### config.mk
export PLATFORM = sky130hd
export DESIGN_NAME = alu_arbiter
export DESIGN_NICKNAME = d
export VERILOG_FILES = /design/src/rtl/alu_arbiter.sv
export SDC_FILE = /design/constraint.sdc
export NUM_CORES = 1
export LEC_CHECK = 0
export BUFFER_PORTS_ARGS = -buffer_cell sky130_fd_sc_hd__buf_2
export CORE_AREA = 2 2 186 188
export CTS_CLUSTER_SIZE = 30
export DETAILED_ROUTE_END_ITERATION = 16
export DIE_AREA = 0 0 188 190
export GPL_TIMING_DRIVEN = 0
export PLACE_DENSITY = 0.42
export SLEW_MARGIN = 25
export SYNTH_ARGS = -nofsm -noshare
export SYNTH_HDL_FRONTEND = slang
export SYNTH_SLANG_ARGS = --single-unit
### constraint.sdc
create_clock -name clk -period 2.2 [get_ports clk]
set_input_delay 0.44 -clock clk [delete_from_list [all_inputs] [get_ports clk]]
set_output_delay 0.44 -clock clk [all_outputs]
set_load 0.1 [all_outputs]
### src/rtl/alu_arbiter.sv
// alu_arbiter: round-robin arbiter that shares one ALU among NUM_REQ requesters.
//
// Holds at most one operation in flight. A grant is made in IDLE, the latched
// operands are offered to the ALU in ISSUE, the result is captured in WAIT, and
// the owning requester is answered in RESP.
//
// Optional build macro: ALU_ARBITER_PERF_EN adds saturating perf_ops/perf_stall
// counters; without it both outputs are tied to zero and no counters exist.
//
// Ports:
//   clk, reset          clock (rising edge) and synchronous active-high reset
//   req_valid/req_ready per-requester request handshake (req_ready one-hot or zero)
//   req_a, req_b        flattened operands, port i at [i*WIDTH +: WIDTH]
//   req_op              per-requester op, 0 add / 1 multiply
//   rsp_valid/rsp_ready per-requester response handshake (rsp_valid one-hot or zero)
//   rsp_data            result shared by all requesters
//   alu_a/b/op/valid    request to the shared ALU, alu_ready its acceptance
//   alu_result(_valid)  result from the ALU, alu_result_ready its acceptance
//   perf_ops/perf_stall completed responses / RESP cycles stalled by the owner
module alu_arbiter #(
    parameter int unsigned WIDTH   = 32,
    parameter int unsigned NUM_REQ = 4
) (
    input  logic                     clk,
    input  logic                     reset,
    input  logic [NUM_REQ-1:0]       req_valid,
    output logic [NUM_REQ-1:0]       req_ready,
    input  logic [NUM_REQ*WIDTH-1:0] req_a,
    input  logic [NUM_REQ*WIDTH-1:0] req_b,
    input  logic [NUM_REQ-1:0]       req_op,
    output logic [NUM_REQ-1:0]       rsp_valid,
    output logic [WIDTH-1:0]         rsp_data,
    input  logic [NUM_REQ-1:0]       rsp_ready,
    output logic [WIDTH-1:0]         alu_a,
    output logic [WIDTH-1:0]         alu_b,
    output logic                     alu_op,
    output logic                     alu_valid,
    input  logic                     alu_ready,
    input  logic [WIDTH-1:0]         alu_result,
    input  logic                     alu_result_valid,
    output logic                     alu_result_ready,
    output logic [31:0]              perf_ops,
    output logic [31:0]              perf_stall
);

    localparam int unsigned IDX_W = (NUM_REQ > 1) ? $clog2(NUM_REQ) : 1;
    localparam int unsigned CW    = IDX_W + 1;

    typedef enum logic [1:0] {StIdle, StIssue, StWait, StResp} state_e;

    state_e             state;
    logic [IDX_W-1:0]   rr_ptr;
    logic [IDX_W-1:0]   owner;
    logic [WIDTH-1:0]   op_a;
    logic [WIDTH-1:0]   op_b;
    logic               op_mul;
    logic [WIDTH-1:0]   rsp_data_r;

    logic               grant_found;
    logic [IDX_W-1:0]   grant_idx;
    logic [CW-1:0]      cand;
    logic               rsp_done;

    // Scan upward from rr_ptr with wrap; the first valid requester wins.
    always_comb begin
        grant_found = 1'b0;
        grant_idx   = '0;
        cand        = '0;
        for (int unsigned k = 0; k < NUM_REQ; k++) begin
            cand = {1'b0, rr_ptr} + CW'(k);
            if (cand >= CW'(NUM_REQ)) begin
                cand = cand - CW'(NUM_REQ);
            end
            if (!grant_found && req_valid[cand[IDX_W-1:0]]) begin
                grant_found = 1'b1;
                grant_idx   = cand[IDX_W-1:0];
            end
        end
    end

    always_comb begin
        req_ready = '0;
        if (state == StIdle && grant_found) begin
            req_ready[grant_idx] = 1'b1;
        end
    end

    always_comb begin
        rsp_valid = '0;
        if (state == StResp) begin
            rsp_valid[owner] = 1'b1;
        end
    end

    // Response handshake; non-owner rsp_ready bits never matter.
    assign rsp_done         = (state == StResp) && rsp_ready[owner];

    assign alu_valid        = (state == StIssue);
    assign alu_result_ready = (state == StWait);
    assign alu_a            = op_a;
    assign alu_b            = op_b;
    assign alu_op           = op_mul;
    assign rsp_data         = rsp_data_r;

    always_ff @(posedge clk) begin
        if (reset) begin
            state      <= StIdle;
            rr_ptr     <= '0;
            owner      <= '0;
            op_a       <= '0;
            op_b       <= '0;
            op_mul     <= 1'b0;
            rsp_data_r <= '0;
        end else begin
            case (state)
                StIdle: begin
                    if (grant_found) begin
                        owner  <= grant_idx;
                        op_a   <= req_a[grant_idx*WIDTH +: WIDTH];
                        op_b   <= req_b[grant_idx*WIDTH +: WIDTH];
                        op_mul <= req_op[grant_idx];
                        rr_ptr <= (grant_idx == IDX_W'(NUM_REQ - 1)) ? '0 : grant_idx + 1'b1;
                        state  <= StIssue;
                    end
                end
                StIssue: begin
                    if (alu_ready) begin
                        state <= StWait;
                    end
                end
                StWait: begin
                    if (alu_result_valid) begin
                        rsp_data_r <= alu_result;
                        state      <= StResp;
                    end
                end
                StResp: begin
                    // Returning to IDLE guarantees one idle cycle before the next grant.
                    if (rsp_done) begin
                        state <= StIdle;
                    end
                end
                default: state <= StIdle;
            endcase
        end
    end

`ifdef ALU_ARBITER_PERF_EN
    logic [31:0] perf_ops_r;
    logic [31:0] perf_stall_r;

    always_ff @(posedge clk) begin
        if (reset) begin
            perf_ops_r   <= '0;
            perf_stall_r <= '0;
        end else begin
            if (rsp_done && perf_ops_r != 32'hFFFF_FFFF) begin
                perf_ops_r <= perf_ops_r + 32'd1;
            end
            if (state == StResp && !rsp_ready[owner] && perf_stall_r != 32'hFFFF_FFFF) begin
                perf_stall_r <= perf_stall_r + 32'd1;
            end
        end
    end

    assign perf_ops   = perf_ops_r;
    assign perf_stall = perf_stall_r;
`else
    assign perf_ops   = 32'd0;
    assign perf_stall = 32'd0;
`endif

endmodule

## Word-level counts from Yosys, hierarchy flattened

Cells that the tools add are included.

| word-level totals | value |
|---|---|
| register bits | 103 |
| bits in latches | 0 |
| bits in writable memories | 0 |
| bits in read-only memories | 0 |
| input port bits | 304 |
| output and inout port bits | 171 |
| memories kept | 0 |

| operators by class | value |
|---|---|
| add/subtract/negate cells | 8 |
| multiply operators | 0 |
| divide/modulo/power cells | 0 |
| order comparisons | 12 |
| equal/unequal tests | 8 |
| shifts and indexed selects | 2 |
| mux-type cells | 36 |
| bitwise logic cells | 0 |
| reduce and logical (&&, ||, !) cells | 14 |

Operators by type and width:

| kind | number |
|---|---|
| $shiftx 128x8->32 | 2 |
| $mux 2 | 13 |
| $lt 2x3->1 const B | 6 |
| $bmux 1 s2 | 6 |
| $mux 1 | 12 |
| $ge 3x3->1 const B | 3 |
| $mux 4 | 2 |
| $pmux 2 s4 | 1 |
| $sub 2x1->2 const B | 4 |
| $logic_and 1x1->1 | 7 |
| $add 2x2->3 const B | 2 |
| $eq 2x2->1 const B | 3 |
| $ne 2x2->1 const B | 3 |
| $demux 1 s2 | 2 |
| $ge 2x1->1 const B | 2 |
| $reduce_and 2->1 | 2 |
| $reduce_and 4->1 | 1 |
| $add 2x1->3 const B | 1 |
| $ge 2x3->1 const B | 1 |
| $logic_not 1->1 | 3 |
| $add 2x1->2 const B | 1 |
| $eq 2x1->1 const B | 1 |
| $logic_not 2->1 | 1 |
| $ne 2x1->1 const B | 1 |

## Depth between registers and ports, before layout

Gate-level depths: netlist of the first run.

| depth | value |
|---|---|
| word-level depth | 19 |
| depth in mapped cells | 9 |

## Worst setup path before layout of the first run

Ideal clock, no wire load.

| timing path | value |
|---|---|
| path type | input-to-output |
| start | input port req_valid[0] |
| end | output port req_ready[2] |
| arrival time | 3,508 ps |
| setup slack | -1,748 ps |
| cell stages on the path | 7 |
| buffers on the path | 3 |
| path through | a21o_1 -> a21oi_1 -> o22a_1 -> buf_6 -> buf_8 -> buf_6 -> nor3b_1 |

| between the ends | value |
|---|---|
| cells in the longest elaborated chain, start to end | 17 |

RTL lines:

| item | RTL line | source |
|---|---|---|
| from (decl) | 26 | `input logic [NUM_REQ-1:0] req_valid,` |
| $bmux 1 s2 | 74 | `if (!grant_found && req_valid[cand[IDX_W-1:0]]) begin` |
| $mux 1 (implied by the code) | 74 |  |
| $mux 1 | 74 |  |
| $logic_not 1->1 | 74 |  |
| $logic_and 1x1->1 | 74 |  |
| $mux 1 | 74 |  |
| $logic_not 1->1 | 74 |  |
| $logic_and 1x1->1 | 74 |  |
| $mux 1 | 74 |  |
| $logic_not 1->1 | 74 |  |
| $logic_and 1x1->1 | 74 |  |
| $mux 2 | 74 |  |
| $lt 2x3->1 (implied by the code) / $ge 2x1->1 (equally long branches) | 84 | `req_ready[grant_idx] = 1'b1;` |
| $logic_and 1x1->1 (implied by the code) | 84 |  |
| $mux 1 (implied by the code) | 84 |  |
| $demux 1 s2 | 84 |  |
| $mux 4 (*) | 83 | `if (state == StIdle && grant_found) begin` |
| to (decl) | 27 | `output logic [NUM_REQ-1:0] req_ready,` |

Every way passes the cells marked *; elsewhere a longest branch is shown, timed or not. The select of a mux whose other input is x is not followed.

## Worst setup path in the final report of the first run

| timing path | value |
|---|---|
| start | register rr_ptr[0] |
| end | output port req_ready[3] |

| between the ends | value |
|---|---|
| cells in the longest elaborated chain, start to end | 19 |

RTL lines:

| item | RTL line | source |
|---|---|---|
| from (decl) | 52 | `logic [IDX_W-1:0] rr_ptr;` |
| from (signal assigned) | 122 | `rr_ptr <= (grant_idx == IDX_W'(NUM_REQ - 1)) ? '0 : grant_idx + 1'b1;` |
| branches (longest 18 deep; another with $add 2x1->3) | -- |  |
| $mux 4 (*) | 83 |  |

Every way passes the cells marked *. The select of a mux whose other input is x is not followed.

==> impl_metrics.yaml, run 1 <==
sta:
  tns_ps: -373.8
  min_period_ps: 2337
  clock_skew_ps: 10.48
  max_freq_mhz: 427.9
  relSlewSlack: 0.5834
  fin_ws_ps: -137.1
  fin_crit_sh: 1.062
  rsz0062_at_grt: "true"
  worstMarginPinSlew_ps: 624.9
  whs_ps: 322.4
  hold_viol: 0
  setup_violations: 4
  slew_violations: 0
power:
  p_switching_mw: 8.807
  leakage_nw: 4.507
  total_power_mw: 14.43
  p_sw_frac: 0.6102
  p_int_mw: 5.626
  p_comb_frac: 0.681
  p_per_area_nw_per_um2: 1581
  clock_power_share: 0.117
  vdd_drop_max_mv: 0.8411
  pwr-share-seq: 0.203
critical_path:
  endpoint_kind: "primary output"
  regToRegSetupSlack_ps: 140
  path_max_fanout: 6
  cp.arrival_ps: 1900
  critPathSlowestCell: "dfxtp_2"
  cp_cell_sequence: "nand2b_4, nor2b_1, o22a_1, buf_8, buf_12, ha_4, and2_4, buf_12"
  cp.required_ps: 1760
  cpPeakStageDelay_ps: 340
  r2r_end: "alu_a[12]"
  worstSetupPathType: "register to primary output"
  crit_family: "buffers and inverters"
  crit_buf_inv: 3
  critPathLaunchType: "register"
  r2r_cells: 8
  crit_top_cell: "buf_12"
  r2r-start: "rr_ptr[1]"
logic_synthesis:
  synth_top_area_cell: "dfxtp_1"
  syn_area_um2: 5763
  synth_top_area_share: 0.3578
  yosysSeqAreaShare: 0.3578
  async_flop_share: 0
  syn_inst: 633
  yosysWarnings: 0
  ys_seq_elements: 103
  synth_edf_count: 0
  synth_ff_type: "dfxtp_1"
  yosys-top-cells-area: "dfxtp_1 36%, mux2i_1 23%, o221ai_1 9.9%"
  avgSynthCellArea_um2: 9.104
  synth_cell_types: 33
layout:
  ff_latch_area_um2: 2067
  post-route-util: 0.2689
  fillers: 3684
  area_growth_pct: 58.40
  multi_input_area_um2: 3226
  final_area_um2: 9129
  antennaDiodeCount: 0
  nets: 1433
  drive_above_1_share: 0.4854
clocking:
  cts_tree: "yes"
  cts_sinks: 103
  numCtsBuffers: 9
  htree_levels: 3
  path_clk_slew_ps: 80
  cts-root-buf: "clkbuf_16"
  cts_max_path_buffers: 2
  clk_latency_ps: 350
floorplanning:
  io_pins: 475
  fp.dieH_um: 190
  num_rows: 68
  die_x_um: 188
  dieArea_um2: 35720
  initial_core_util: 0.1698
  coreArea_um2: 33950
worst_hold_path:
  hold_depth: 3
  hold_path_class: "primary input to register"
  holdCritStartpoint: "alu_result[17]"
  hold_end: "rsp_data[17]"
detailed_routing:
  dr_total_vias: 6145
  final_antenna_net_count: 0
  wl_per_cell_um: 16.21
  drt-total-wl_um: 25640
  viasPerCell: 3.884
  drt_iter0_drc: 204
  first_pass_iters: 5
  drc: 0
global_routing:
  antenna_found_initial: 0
  gr-total-overflow: 0
  grt.total_usage: 0.1355
  first_global_vias: 5926
  grt_pass1_wl_um: 36530
  grt_max_degree: 17
place:
  io_buffer_count: 410
  post_dp_cell_area_um2: 8692
  place.gp.congestion: 0.8203
  dp_hpwl_um: 20780
outcome:
  violations: "negative setup slack"
  status: "finished, violations left"
job:
  maxCapViolCount: 0
==> routing by layer <==
metal | routed length, um | track usage | vias to the layer above
met5 | 0 | 0 | -
met4 | 443 | 0.03755 | 0
met3 | 1440 | 0.02527 | 25
met2 | 12680 | 0.2357 | 251
met1 | 11080 | 0.1707 | 2753
li1 | - | - | 3116
==> stage by stage <==
step / std cells / setup slack [ps]
after floorplan: 696 / -317.3
after global placement: 1561 / -611.9
after detailed placement: 1561 / -627.9
after CTS: 1582 / -305.6
after global routing: 1582 / -225.5
final: 1582 / -137.1
==> synth_stat cells, drive strengths merged (2+ instances only) <==
library cell	number
nor2b	2
o221ai	65
nand2b	4
buf	93
ha	6
clkbuf	19
nor2	6
nor3b	2
nor3	3
nand2	139
a21oi	38
mux2i	131
inv	7
dfxtp	103
and2	2
a211oi	2
==> worst max-delay path by stage <==
| stage | slack [ps] | endpoint | cells past startpoint | startpoint |
|---|---|---|---|---|
| final | -140 | req_ready[3] | 8 | rr_ptr[0] |
| after global routing | -230 | req_ready[3] | 6 | rr_ptr[0] |
| after CTS | -310 | req_ready[3] | 9 | rr_ptr[0] |
| after detailed placement | -630 | req_ready[1] | 7 | req_valid[2] |
| after global placement | -610 | req_ready[1] | 7 | req_valid[2] |
| after floorplan | -320 | req_ready[2] | 7 | req_valid[1] |
==> logic make-up after synthesis <==
kind of cell,Yosys count,share of synthesized area
buffers and inverters,119,0.1411
multiplexers,132,0.2314
flip-flops,103,0.3578
AND/OR/NAND/NOR,161,0.1127
other,1,0.0006507
AO/OA/AOI/OAI,111,0.1433
adder cells (fa/ha/maj),6,0.01303
==> power by group through the flow <==
| stage | Sequential [mW] | Clock, mW | Combinational (mW) |
|---|---|---|---|
| 6_report | 2.93 | 1.68 | 9.82 |
| 2_1_floorplan | 7.31 | 0 | 3.42 |
| 3_5_place_dp | 2.96 | 0 | 9.71 |
| 5_1_grt | 3.01 | 1.81 | 10.3 |
| 3_3_place_gp | 2.95 | 0 | 9.73 |
| 4_1_cts | 2.93 | 1.76 | 9.93 |
==> sequential cells by signal, indices dropped and copies added (netlist names) <==
register / count
alu_a: 32
alu_b: 32
alu_op: 1
owner: 2
rr_ptr: 2
rsp_data: 32
state: 2
==> cell usage in the layout, fill, tap and decap left out, drive strengths merged, types with 2 or more instances in the layout <==
cell type	n
nor2b	2
nand2b	4
mux2i	131
inv	7
and2	2
clkbuf	31
nor2	6
a211oi	2
buf	507
conb	64
dfxtp	103
nand2	139
o221ai	65
ha	6
nor3	3
nor3b	2
clkinv	3
a21oi	38
==> tightest hold or removal path, delay by kind of cell <==
kind	cells	cell delay [ps]
AO/OA/AOI/OAI	1	50
AND/OR/NAND/NOR	1	50
buffers and inverters	1	100
==> layout make-up <==
class | count | area share
Multi-Input combinational cell | 474 | 0.3533
Timing Repair Buffer | 417 | 0.2364
Sequential cell | 103 | 0.2264
Buffer | 111 | 0.08690
Tap cell | 455 | 0.06236
Clock buffer | 10 | 0.02508
Clock inverter | 5 | 0.006579
Inverter | 7 | 0.002878
==> timing repair <==
action | 4_1_cts | 5_1_grt
setup buffers | 6 | 1
resized for setup | 26 | 7
hold buffers | 0 | 0
endpoints found under the setup margin | 27 | 45
pin swaps | 2 | 3
(Power assumes the default switching activity.)
==> run 2: changes to the inputs <==
--- a/config.mk
+++ b/config.mk
@@ -12,6 +12,7 @@
 export DIE_AREA = 0 0 188 190
 export GPL_TIMING_DRIVEN = 0
 export PLACE_DENSITY = 0.42
+export SETUP_SLACK_MARGIN = 0.3
 export SLEW_MARGIN = 25
 export SYNTH_ARGS = -nofsm -noshare
 export SYNTH_HDL_FRONTEND = slang
==> run 2 against run 1 <==
Setup slack worse by 140 ps. Maximum frequency down 5.6%. Critical endpoint unchanged. Clock power about the same. The flow still finishes with violations (negative setup slack). Global-route usage about the same. Hold slack worse by 15 ps. Register-to-register slack worse by 70 ps.
==> impl_metrics.yaml, run 2 (same netlist as run 1, synthesis figures left out) <==
detailed_routing:
  final_antenna_net_count: 0
  drt_iter0_drc: 196
  drc: 0
  dr_total_vias: 6185
  wl_per_cell_um: 16.24
  drt-total-wl_um: 25760
  viasPerCell: 3.900
  first_pass_iters: 5
place:
  place.gp.congestion: 0.8010
  dp_hpwl_um: 20890
  post-place-cells: 1561
  io_buffer_count: 410
layout:
  final_cell_mix: "413 x buf_2, 139 x nand2_1, 126 x mux2i_1"
  ff_latch_area_um2: 2072
  fillers: 3760
  drive_above_1_share: 0.5009
  final_cell_count_no_fill: 1586
  final_common_cell: "buf_2"
  multi_input_area_um2: 3263
  area_growth_pct: 60.94
  nets: 1435
outcome:
  violations: "negative setup slack"
  status: "finished, violations left"
sta:
  fin_crit_sh: 1.125
  hold_viol: 0
  slew_violations: 0
  whs_ps: 307.0
  rsz0062_at_grt: "true"
  setup_violations: 4
  max_freq_mhz: 403.9
  worstMarginPinSlew_ps: 633.9
  min_period_ps: 2476
  relSlewSlack: 0.5774
  clock_skew_ps: 13.48
  fin_ws_ps: -275.8
global_routing:
  gr-total-overflow: 0
  grt_pass1_wl_um: 36370
  grt.total_usage: 0.1352
  first_global_vias: 6073
  grt_max_degree: 19
  antenna_found_initial: 3
clocking:
  cts-root-buf: "clkbuf_16"
  cts_sinks: 103
  numCtsBuffers: 9
  cts_max_path_buffers: 2
  cts_tree: "yes"
  htree_levels: 3
  hold_buffers: 0
  path_clk_slew_ps: 90
  clk_latency_ps: 360
critical_path:
  critPathLaunchType: "register"
  worstSetupPathType: "register to primary output"
  path_max_fanout: 6
  endpoint_kind: "primary output"
  cp.arrival_ps: 2040
  cp.required_ps: 1760
floorplanning:
  dieArea_um2: 35720
  fp.dieH_um: 190
  die_x_um: 188
  num_rows: 68
  coreArea_um2: 33950
  io_pins: 475
  initial_core_util: 0.1698
power:
  leakage_nw: 4.552
  vdd_drop_max_mv: 0.6681
  p_per_area_nw_per_um2: 1572
job:
  maxCapViolCount: 0
worst_hold_path:
  hold_path_class: "primary input to register"
-- run 2: cell count changes in the layout (fill, tap and decap cells not counted), sizes merged --
cell	delta
bufinv	-1
clkbuf	-3
clkinv	-1
diode	+1
inv	+4
buf	+4
-- run 2: final timing paths --
| path | startpoint | to | slack [ps] | depth (start not counted) |
|---|---|---|---|---|
| worst max-delay path | rr_ptr[0] | req_ready[3] | -280 | 9 |
| worst max register to register | rr_ptr[1] | alu_b[19] | 70 | 9 |
| worst min-delay path | alu_result[2] | rsp_data[2] | 310 | 3 |
| worst min register to register | rsp_data[12] | rsp_data[12] | 450 | 2 |
-- run 2: where the power goes --
group          internal, mW  leakage, nW  total (mW)  switching [mW]
clock                 0.785        0.137        1.65           0.860
sequential             2.55        0.847        2.94           0.392
combinational          2.35         3.57        10.0            7.65
total                  5.68         4.55        14.6            8.90
-- run 2: layer usage --
layer	wire, um	up-vias	track usage
met3	1404	20	0.03025
met1	11350	2816	0.1716
li1	-	3117	-
met2	12670	230	0.2320
met5	12	-	0
met4	324	2	0.03271
-- run 2: stage by stage --
| stage | cell area, um^2 | util | worst slack [ps] | power, mW | setup TNS (ps) |
|---|---|---|---|---|---|
| 2_1_floorplan | 6076 | - | -317.3 | 10.74 | -771.9 |
| 3_3_place_gp | 8697 | 0.2562 | -588.1 | 12.65 | -11490 |
| 3_5_place_dp | 8697 | 0.2562 | -609.0 | 12.64 | -12070 |
| 4_1_cts | 9208 | 0.2712 | -300.7 | 14.68 | -1006 |
| 5_1_grt | 9275 | 0.2732 | -342.5 | 15.23 | -1254 |
| 6_report | 9275 | 0.2732 | -275.8 | 14.58 | -784.8 |
-- run 2: area by class of cell --
type / instances / share of cell area
plain buffers: 112 / 0.09335
flip-flops and latches: 103 / 0.2234
inverters: 7 / 0.002833
repair buffers: 418 / 0.2370
clock inverters: 7 / 0.005666
multi-input cells: 474 / 0.3518
diodes: 1 / 0.0002698
clock buffers: 9 / 0.02428
well taps: 455 / 0.06138
-- run 2: what timing repair did --
| item | 4_1_cts | 5_1_grt |
|---|---|---|
| buffers inserted | 5 | 3 |
| gates resized for setup | 57 | 12 |
| pin swaps | 4 | 3 |
| endpoints found under the setup margin | 70 | 84 |
-- run 2: critical path, stage by stage (launching register included) --
cell	delay, ps
dfxtp_4	350
nand2b_4	130
nor2b_4	110
o22a_1	230
buf_8	140
buf_12	130
buf_12	130
ha_4	160
and2_4	140
buf_12	160
